$ cat src/rtl/ahb_axi4l_bridge_p.sv
// AHB-Lite slave to AXI4-Lite master bridge, single outstanding transfer.
// Optional response watchdog enabled by defining AHB_AXI_BRIDGE_TIMEOUT_EN.
module ahb_axi4l_bridge_p #(
    parameter int ADDR_W      = 32,
    parameter int DATA_W      = 32,
    parameter int TIMEOUT_CYC = 256
) (
    input  logic                  clk,
    input  logic                  reset,
    input  logic                  hsel,
    input  logic                  hready_in,
    input  logic                  hwrite,
    input  logic [ADDR_W-1:0]     haddr,
    input  logic [1:0]            htrans,
    input  logic [2:0]            hsize,
    input  logic [3:0]            hprot,
    input  logic [DATA_W-1:0]     hwdata,
    output logic [DATA_W-1:0]     hrdata,
    output logic                  hreadyout,
    output logic                  hresp,
    output logic [ADDR_W-1:0]     awaddr,
    output logic [2:0]            awprot,
    output logic                  awvalid,
    input  logic                  awready,
    output logic [DATA_W-1:0]     wdata,
    output logic [DATA_W/8-1:0]   wstrb,
    output logic                  wvalid,
    input  logic                  wready,
    input  logic [1:0]            bresp,
    input  logic                  bvalid,
    output logic                  bready,
    output logic [ADDR_W-1:0]     araddr,
    output logic [2:0]            arprot,
    output logic                  arvalid,
    input  logic                  arready,
    input  logic [DATA_W-1:0]     rdata,
    input  logic [1:0]            rresp,
    input  logic                  rvalid,
    output logic                  rready
);

    localparam int         STRB_W   = DATA_W / 8;
    localparam int         LANE_W   = (DATA_W == 64) ? 3 : 2;
    localparam logic [2:0] MAX_SIZE = 3'(LANE_W);

    typedef enum logic [2:0] {
        IDLE  = 3'd0,
        WCAP  = 3'd1,
        WREQ  = 3'd2,
        WRESP = 3'd3,
        RREQ  = 3'd4,
        RRESP = 3'd5,
        ERR1  = 3'd6,
        ERR2  = 3'd7
    } state_t;

    // Contiguous byte-lane mask for a transfer of 2**size bytes starting at lane.
    function automatic logic [STRB_W-1:0] strb_gen(input logic [2:0] size,
                                                   input logic [LANE_W-1:0] lane);
        logic [STRB_W-1:0] m;
        int                nbytes;
        nbytes = int'(32'd1 << size);
        for (int i = 0; i < STRB_W; i++) begin
            m[i] = (i < nbytes) ? 1'b1 : 1'b0;
        end
        return STRB_W'(m << lane);
    endfunction

    // Oversized transfer or address not aligned to the transfer size.
    function automatic logic size_bad(input logic [2:0] size,
                                      input logic [LANE_W-1:0] lane);
        logic bad;
        bad = (size > MAX_SIZE) ? 1'b1 : 1'b0;
        for (int i = 0; i < LANE_W; i++) begin
            if ((i < int'(size)) && lane[i]) begin
                bad = 1'b1;
            end else begin
                bad = bad;
            end
        end
        return bad;
    endfunction

    state_t              state_r;
    logic [2:0]          size_r;
    logic [LANE_W-1:0]   lane_r;
    logic                aw_done_r;
    logic                w_done_r;
    logic [DATA_W-1:0]   hrdata_r;
    logic                hreadyout_r;
    logic                hresp_r;
    logic [ADDR_W-1:0]   awaddr_r;
    logic [ADDR_W-1:0]   araddr_r;
    logic [2:0]          awprot_r;
    logic [2:0]          arprot_r;
    logic                awvalid_r;
    logic                wvalid_r;
    logic                arvalid_r;
    logic                bready_r;
    logic                rready_r;
    logic [DATA_W-1:0]   wdata_r;
    logic [STRB_W-1:0]   wstrb_r;

    logic                accept_s;
    logic                size_err_s;
    logic [2:0]          prot_s;
    logic                aw_ok_s;
    logic                w_ok_s;
    logic                timeout_s;
    logic                drain_s;

    assign accept_s   = hsel & htrans[1] & hready_in & hreadyout_r &
                        ((state_r == IDLE) | (state_r == ERR2));
    assign size_err_s = size_bad(hsize, haddr[LANE_W-1:0]);
    assign prot_s     = {~hprot[0], 1'b0, hprot[1]};
    assign aw_ok_s    = (awvalid_r & awready) | aw_done_r;
    assign w_ok_s     = (wvalid_r & wready) | w_done_r;

`ifdef AHB_AXI_BRIDGE_TIMEOUT_EN
    localparam int CNT_W = $clog2(TIMEOUT_CYC + 1);

    logic [CNT_W-1:0] cnt_r;
    logic             drain_r;
    logic             busy_s;
    logic             enter_s;
    logic             unused_s;

    assign busy_s    = (state_r == WREQ) | (state_r == WRESP) |
                       (state_r == RREQ) | (state_r == RRESP);
    assign enter_s   = (state_r == WCAP) | (accept_s & ~size_err_s & ~hwrite);
    assign timeout_s = busy_s & (cnt_r == CNT_W'(TIMEOUT_CYC - 1));
    assign drain_s   = drain_r;
    assign unused_s  = ^hprot[3:2];

    // Watchdog: restart on entry to a request state, count while waiting on AXI.
    always_ff @(posedge clk or negedge reset) begin
        if (!reset) begin
            cnt_r <= '0;
        end else if (enter_s) begin
            cnt_r <= '0;
        end else if (busy_s) begin
            cnt_r <= cnt_r + CNT_W'(1);
        end else begin
            cnt_r <= cnt_r;
        end
    end

    // After a timeout, keep ready high when idle so late responses are discarded.
    always_ff @(posedge clk or negedge reset) begin
        if (!reset) begin
            drain_r <= 1'b0;
        end else if (timeout_s) begin
            drain_r <= 1'b1;
        end else begin
            drain_r <= drain_r;
        end
    end
`else
    logic unused_s;

    assign timeout_s = 1'b0;
    assign drain_s   = 1'b0;
    assign unused_s  = ^{hprot[3:2], (TIMEOUT_CYC > 0)};
`endif

    // Bridge FSM with all AHB and AXI outputs registered.
    always_ff @(posedge clk or negedge reset) begin
        if (!reset) begin
            state_r     <= IDLE;
            size_r      <= 3'd0;
            lane_r      <= '0;
            aw_done_r   <= 1'b0;
            w_done_r    <= 1'b0;
            hrdata_r    <= '0;
            hreadyout_r <= 1'b1;
            hresp_r     <= 1'b0;
            awaddr_r    <= '0;
            araddr_r    <= '0;
            awprot_r    <= 3'd0;
            arprot_r    <= 3'd0;
            awvalid_r   <= 1'b0;
            wvalid_r    <= 1'b0;
            arvalid_r   <= 1'b0;
            bready_r    <= 1'b0;
            rready_r    <= 1'b0;
            wdata_r     <= '0;
            wstrb_r     <= '0;
        end else if (timeout_s) begin
            // Abandon the AXI transaction; drain readies stay up afterwards.
            state_r   <= ERR1;
            hresp_r   <= 1'b1;
            awvalid_r <= 1'b0;
            wvalid_r  <= 1'b0;
            arvalid_r <= 1'b0;
            bready_r  <= 1'b1;
            rready_r  <= 1'b1;
        end else begin
            case (state_r)
                IDLE, ERR2: begin
                    bready_r <= drain_s;
                    rready_r <= drain_s;
                    if (accept_s) begin
                        hreadyout_r <= 1'b0;
                        if (size_err_s) begin
                            state_r <= ERR1;
                            hresp_r <= 1'b1;
                        end else if (hwrite) begin
                            state_r  <= WCAP;
                            hresp_r  <= 1'b0;
                            awaddr_r <= haddr;
                            awprot_r <= prot_s;
                            size_r   <= hsize;
                            lane_r   <= haddr[LANE_W-1:0];
                        end else begin
                            state_r   <= RREQ;
                            hresp_r   <= 1'b0;
                            araddr_r  <= haddr;
                            arprot_r  <= prot_s;
                            arvalid_r <= 1'b1;
                        end
                    end else begin
                        state_r     <= IDLE;
                        hreadyout_r <= 1'b1;
                        hresp_r     <= 1'b0;
                    end
                end
                WCAP: begin
                    wdata_r   <= hwdata;
                    wstrb_r   <= strb_gen(size_r, lane_r);
                    awvalid_r <= 1'b1;
                    wvalid_r  <= 1'b1;
                    aw_done_r <= 1'b0;
                    w_done_r  <= 1'b0;
                    bready_r  <= 1'b0;
                    rready_r  <= 1'b0;
                    state_r   <= WREQ;
                end
                WREQ: begin
                    if (awvalid_r & awready) begin
                        awvalid_r <= 1'b0;
                        aw_done_r <= 1'b1;
                    end else begin
                        aw_done_r <= aw_done_r;
                    end
                    if (wvalid_r & wready) begin
                        wvalid_r <= 1'b0;
                        w_done_r <= 1'b1;
                    end else begin
                        w_done_r <= w_done_r;
                    end
                    if (aw_ok_s & w_ok_s) begin
                        state_r  <= WRESP;
                        bready_r <= 1'b1;
                    end else begin
                        state_r <= WREQ;
                    end
                end
                WRESP: begin
                    if (bvalid) begin
                        bready_r <= drain_s;
                        if (bresp[1]) begin
                            state_r <= ERR1;
                            hresp_r <= 1'b1;
                        end else begin
                            state_r     <= IDLE;
                            hreadyout_r <= 1'b1;
                            hresp_r     <= 1'b0;
                        end
                    end else begin
                        state_r <= WRESP;
                    end
                end
                RREQ: begin
                    if (arready) begin
                        arvalid_r <= 1'b0;
                        rready_r  <= 1'b1;
                        state_r   <= RRESP;
                    end else begin
                        state_r <= RREQ;
                    end
                end
                RRESP: begin
                    if (rvalid) begin
                        hrdata_r <= rdata;
                        rready_r <= drain_s;
                        if (rresp[1]) begin
                            state_r <= ERR1;
                            hresp_r <= 1'b1;
                        end else begin
                            state_r     <= IDLE;
                            hreadyout_r <= 1'b1;
                            hresp_r     <= 1'b0;
                        end
                    end else begin
                        state_r <= RRESP;
                    end
                end
                ERR1: begin
                    state_r     <= ERR2;
                    hreadyout_r <= 1'b1;
                    hresp_r     <= 1'b1;
                end
                default: begin
                    state_r     <= IDLE;
                    hreadyout_r <= 1'b1;
                    hresp_r     <= 1'b0;
                    awvalid_r   <= 1'b0;
                    wvalid_r    <= 1'b0;
                    arvalid_r   <= 1'b0;
                    bready_r    <= 1'b0;
                    rready_r    <= 1'b0;
                end
            endcase
        end
    end

    assign hrdata    = hrdata_r;
    assign hreadyout = hreadyout_r;
    assign hresp     = hresp_r;
    assign awaddr    = awaddr_r;
    assign awprot    = awprot_r;
    assign awvalid   = awvalid_r;
    assign wdata     = wdata_r;
    assign wstrb     = wstrb_r;
    assign wvalid    = wvalid_r;
    assign bready    = bready_r;
    assign araddr    = araddr_r;
    assign arprot    = arprot_r;
    assign arvalid   = arvalid_r;
    assign rready    = rready_r;

endmodule

$ cat config.mk
export PLATFORM = sky130hd
export DESIGN_NAME = ahb_axi4l_bridge_p
export DESIGN_NICKNAME = d
export VERILOG_FILES = /design/src/rtl/ahb_axi4l_bridge_p.sv
export SDC_FILE = /design/constraint.sdc
export NUM_CORES = 1
export LEC_CHECK = 0
export CORE_MARGIN = 2
export CORE_UTILIZATION = 30
export DETAILED_ROUTE_END_ITERATION = 12
export GPL_ROUTABILITY_DRIVEN = 1
export HOLD_SLACK_MARGIN = 0.05
export REMOVE_ABC_BUFFERS = 1
export SLEW_MARGIN = 10
export SYNTH_ARGS = -nofsm -noshare
export SYNTH_HDL_FRONTEND = slang
export SYNTH_SLANG_ARGS = --single-unit
$ cat constraint.sdc
create_clock -name clk -period 3.8 [get_ports clk]
set_input_delay 0.95 -clock clk [delete_from_list [all_inputs] [get_ports clk]]
set_output_delay 0.95 -clock clk [all_outputs]
set_load 0.01 [all_outputs]
==> results of run 1 <==
cells by family (layout without fill, tap and decap cells):
family                 after synthesis  in the layout
other                                1              2
AO/OA/AOI/OAI                       44             44
buffers and inverters               32            301
multiplexers                       103            103
AND/OR/NAND/NOR                    145            145
flip-flops                         151            151
final cells by class:
| type | count | area, um2 | area share |
|---|---|---|---|
| inverters | 7 | 26.3 | 0.00276 |
| clock buffers | 18 | 439 | 0.0461 |
| multi-input cells | 294 | 2210 | 0.232 |
| repair buffers | 263 | 2630 | 0.276 |
| flip-flops and latches | 151 | 3780 | 0.396 |
| clock inverters | 13 | 111 | 0.0117 |
| well taps | 270 | 338 | 0.0354 |
path summary, 6_finish.rpt:
check                                     start                endpoint  slack (ps)
setup / recovery                       haddr[1]  awaddr[29]$_DFFE_PN0P_         930
hold / removal             wdata[7]$_DFFE_PN0P_    wdata[7]$_DFFE_PN0P_         470
setup reg to reg           state_r[1]$_DFF_PN0_  awaddr[29]$_DFFE_PN0P_        1250
hold reg to reg            wdata[7]$_DFFE_PN0P_    wdata[7]$_DFFE_PN0P_         470
max in group asynchronous                 reset  hrdata[26]$_DFFE_PN0P_        2320
min in group asynchronous                 reset  hrdata[15]$_DFFE_PN0P_         540
placed cells by master (no fill, tap or decap), types with 4 or more instances in the layout:
master	n
mux2_2	73
a21oi_1	8
buf_4	6
clkdlybuf4s50_1	255
clkbuf_16	17
inv_1	7
nand2_1	111
nor2b_1	7
o21ai_0	9
mux2_4	28
nor2_1	9
inv_6	4
dfrtp_1	150
synthesized netlist by cell type, types with 2 or more instances:
cell type,number
a31o_2,2
nand4_1,2
buf_6,3
clkbuf_1,12
a22o_1,3
nor2b_1,7
dfrtp_1,150
a21o_1,2
buf_4,2
nand2_1,111
buf_1,4
inv_1,7
o211ai_1,3
a21oi_4,2
a211oi_1,2
nand2b_1,3
or3_1,2
mux2_4,28
mux2_2,73
a31oi_1,3
nand3_1,4
o31ai_1,3
nor2_1,10
buf_12,4
a21oi_1,8
o21ai_0,9
mux2i_1,2
per-stage QoR:
stage	util	worst slack, ps	cells	hold WS, ps
after global placement	0.444	482	985	460
after floorplan	-	1150	452	498
after global routing	0.471	828	1016	497
after detailed placement	0.444	460	985	462
after CTS	0.471	907	1016	479
final	0.471	926	1016	474
per-layer routing:
| layer | vias to the layer above | routed length (um) |
|---|---|---|
| met3 | 13 | 1680 |
| met4 | 0 | 129 |
| met1 | 2259 | 6650 |
| met2 | 193 | 7850 |
| met5 | - | 0 |
| li1 | 2136 | - |
worst min-delay path, cell delays in order, from the launching register on:
cell	delay [ps]
dfrtp_1	340
nand2_1	50
nand2_1	60
registers in the layout, summed over array words and instances (netlist names):
signal     flops
aw_done_r      1
wvalid         1
w_done_r       1
awaddr        31
lane_r         1
awprot         2
arprot         2
rready         1
hreadyout      1
awvalid        1
wstrb          4
araddr        32
state_r        3
size_r         3
wdata         32
hrdata        32
bready         1
arvalid        1
hresp          1
power by group through the flow:
stage	clock [mW]	sequential, mW	combinational (mW)
after global placement	0	2.51	2.39
after CTS	1.62	2.52	2.43
final	1.57	2.52	2.39
after global routing	1.70	2.59	2.59
after floorplan	0	2.73	0.767
after detailed placement	0	2.55	2.42
==> run metrics, run 1 <==
Ys Warns=0; Initial DRC Count=195; CP max stage cell=and3_4; PD cells=679 nW/um2; Post-synth EDFFs=0; clock sink count=151; antenna cell count=0; Leak=4.35 nW; Starting Density=0.306; placed cell area=between 8000 and 9000 um2; switch share=0.315; cell area after layout=9540 um2; Bufs and invs on worst path=2; post-synthesis simple-gate area fraction=0.101; min Tclk post-route=between 2000 and 3000 ps; share of the synthesized area in the top cell type=0.606; delay-heaviest family, CP=simple AND/OR/NAND/NOR gates; CP endpoint kind=flip-flop; ANT nets after route=0; Clk Latency, worst-skew pair=a little over 400 ps; Worst-Margin Slew=853 ps; DIE AREA=between 20,000 and 25,000 um2; clock-pin transition on the worst setup and hold timing paths=70 ps; CTS tree=built; layout cells sized above 1=0.201; crit path max fanout=19; Post-Synth XOR/XNOR Area=0; I/O pin count=264; initial antenna violation count=0; Max Buffers Root-to-Sink=2; Comb pwr share=0.370; Fmax=348 MHz; Syn Area/Cell=13.0 um2; CP cell instances=clkdlybuf4s50_1 -> or3_1 -> a21oi_4 -> and3_4 -> buf_4 -> mux2_4; Nets=around 850; Crit Path Class=in2reg; height of the die=148 um; Worst slew margin=0.431; H-Tree Level Count=4; Clock Power Share=0.242; Final Hold Viols=0; count of cell types in the netlist=42; Worst EP arrival=3170 ps; final setup vio count=0; max cap viols=0; post-CTS setup buffers=0; total power=6.48 mW; via/cell ratio=4.53; FF+latch count, synth=151; final RePlAce weighted congestion=around 0.79; peak supply drop=0.290 mV; post-synthesis compound-gate area fraction=0.0505; post-synthesis mux area share=0.204; part of the cycle the worst path needs=0.756; Seq/Total Area, Yosys=0.610; WP depth=6; ys flop type=dfrtp_1; largest cells by area after synthesis=dfrtp_1 61%, mux2_2 13%, mux2_4 6.8%; vias in the first global route=4,809; P&R area growth vs syn=53.9%; Flop pwr share=0.389; WP data required=just over 4000 ps; worst clock skew=8.02 ps; gr ovfl total=0; fillcell total=1,805; min-delay worst type=reg2reg; RSZ-0062 raised after global routing=false; Num CTS Buffers=17; hpwl dp=11,800 um; Hold Path Cell Cnt=2; Startpoint Class=input port; hold buffers post-CTS=0; PortBufs=256; met2 usage=0.249; Post-Synthesis Cell Area=6200 um2; largest area contributor in the netlist=dfrtp_1; WL per Instance=16.1 um; total track usage=0.152; NetSw=2.04 mW; max incr delay on CP=490 ps; Vias=4,601; Die X=148 um; first-pass GRT wire length=26,000 um; CORE AREA=20,200 um2; Synth Area in Adders=0; Mapped Cells=476; Rows=52; FFs w/ async S/R, synth=1.00; status=finished clean; # resized after CTS=0; gr busiest metal=met2; Pins Over Slew Limit=0; reg2reg path depth=5; Initial DRT Pass Iterations=6; Int Pwr=4.44 mW; Fin Setup TNS=0 ps; largest net degree at the start of global routing=between 70 and 80; GR Layer Usage met1=0.184; Root Driver=clkbuf_16; final WL=16,300 um; DRC violations left=0; M3 GR Usage=0.0685; largest family of logic cells by synthesized area=multiplexers
Power figures use the tool's default switching activity.
==> run 2, diff against run 1 <==
==> constraint.sdc (replaced) <==
create_clock -name clk -period 2.9 [get_ports clk]
set_input_delay 0.725 -clock clk [delete_from_list [all_inputs] [get_ports clk]]
set_output_delay 0.725 -clock clk [all_outputs]
set_load 0.01 [all_outputs]
==> run metrics, run 2 (same netlist as run 1, synthesis figures left out) <==
Initial DRT Pass Iterations=4; NetSw=2.71 mW; commonest non-fill, non-tap cell in the layout=clkdlybuf4s50_1; CP cell instances=clkdlybuf4s50_1 -> or3_1 -> a21oi_4 -> and3_4 -> buf_12 -> mux2_2; Flop pwr share=0.375; Setup WS pre-CTS=140 ps; total power=8.70 mW; gr ovfl total=0; switch share=0.312; Num CTS Buffers=17; cell area after layout=about 9700 um2; Die X=148 um; Leak=4.43 nW; Worst EP arrival=2600 ps; setup ws final=604 ps; CTS tree=built; most frequent cells in the layout=255 x clkdlybuf4s50_1, 150 x dfrtp_1, 111 x nand2_1; Cells after DPL=993; PortBufs=roughly 260; # resized after CTS=0; Crit Path Class=in2reg; H-Tree Level Count=4; P&R area growth vs syn=56.3%; DIE AREA=21,800 um2; hold buffers post-CTS=0; Root Driver=clkbuf_16; Layout Utilization=0.479; worst clock skew=8.55 ps; min Tclk post-route=2300 ps; total track usage=0.153; Fin Setup TNS=0 ps; placed cell area=slightly above 9000 um2; antenna cell count=0; post-CTS setup buffers=0; max cap viols=0; Max Buffers Root-to-Sink=2; CORE AREA=20,200 um2; PD cells=898 nW/um2; I/O pin count=about 260; Worst slew margin=0.594; Worst Setup SP=haddr[1]; Rows=52; Final Non-Filler Cells=1,024; area of the multi-input gates=2210 um2; Fmax=435 MHz; clock-pin transition on the worst setup and hold timing paths=around 70 ps; storage element area=3780 um2; critical path capture point=awaddr[31]$_DFFE_PN0P_; ANT nets after route=0; Initial DRC Count=201; Pins Over Slew Limit=0; max incr delay on CP=420 ps; vias in the first global route=4,867; Int Pwr=5.99 mW; final WL=16,500 um; worst reg2reg path endpoint=awaddr[31]$_DFFE_PN0P_; part of the cycle the worst path needs=0.792; min-delay worst type=in2async; via/cell ratio=4.54; DRC violations left=0; Vias=4,644; CP endpoint kind=flip-flop; hpwl dp=11,800 um; WL per Instance=16.1 um; Starting Density=0.306; clock sink count=151; Comb pwr share=0.368; fillcell total=1,789; Clk Latency, worst-skew pair=420 ps; Worst-Margin Slew=approximately 600 ps; Clock Power Share=0.258; Worst R2R Start=state_r[0]$_DFF_PN0_; final setup vio count=0; initial antenna violation count=0; largest net degree at the start of global routing=64; reg2reg path depth=5; WP data required=approximately 3200 ps; CP max stage cell=or3_1; status=finished clean; worst hold slack=between 150 and 200 ps; height of the die=148 um; Final Hold Viols=0; Startpoint Class=input port; register-to-register setup slack=700 ps; peak supply drop=0.382 mV; RSZ-0062 raised after global routing=false; final RePlAce weighted congestion=around 0.78; first-pass GRT wire length=26,400 um; Nets=861; crit path max fanout=13; layout cells sized above 1=0.210
[run 2: changes by cell type in the layout (fill, tap and decap cells not counted), sizes merged]
cell / before / now
bufinv: 0 / 2
inv: 13 / 14
buf: 8 / 16
clkinv: 4 / 2
clkbuf: 18 / 17
[run 2: power groups by stage]
stage / logic [mW] / registers [mW] / clock network [mW]
after CTS: 3.24 / 3.27 / 2.32
after detailed placement: 3.23 / 3.29 / 0
after global routing: 3.46 / 3.36 / 2.41
after global placement: 3.18 / 3.26 / 0
final: 3.20 / 3.26 / 2.24
after floorplan: 1.01 / 3.58 / 0
[run 2: worst min-delay path by stage]
stage,start,endpoint,slack (ps),cells past startpoint
floorplan,reset,araddr[0]$_DFFE_PN0P_,430,0
global placement,wdata[11]$_DFFE_PN0P_,wdata[11]$_DFFE_PN0P_,460,2
detailed placement,wdata[7]$_DFFE_PN0P_,wdata[7]$_DFFE_PN0P_,460,2
CTS,reset,hrdata[29]$_DFFE_PN0P_,140,1
global route,reset,hrdata[29]$_DFFE_PN0P_,140,1
finish,reset,hrdata[29]$_DFFE_PN0P_,160,1
[run 2: worst max-delay path: cells and delay by family]
kind                   cells  cell delay (ps)
buffers and inverters      2              610
and+or+nand+nor            2              760
AOI/OAI and AO/OA          1              150
muxes                      1              340
[run 2: cell type report]
class / instances / share of cell area
Clock inverter: 14 / 0.0170
Inverter: 7 / 0.00271
Multi-Input combinational cell: 294 / 0.228
Sequential cell: 151 / 0.390
Tap cell: 270 / 0.0349
Clock buffer: 17 / 0.0439
Timing Repair Buffer: 271 / 0.283
[run 2: metal layers]
metal,up-vias,share of wire,track usage
met3,18,0.099,0.0682
met1,2272,0.42,0.188
met5,-,0,0
met2,197,0.47,0.245
li1,2157,-,-
met4,0,0.011,0.0452
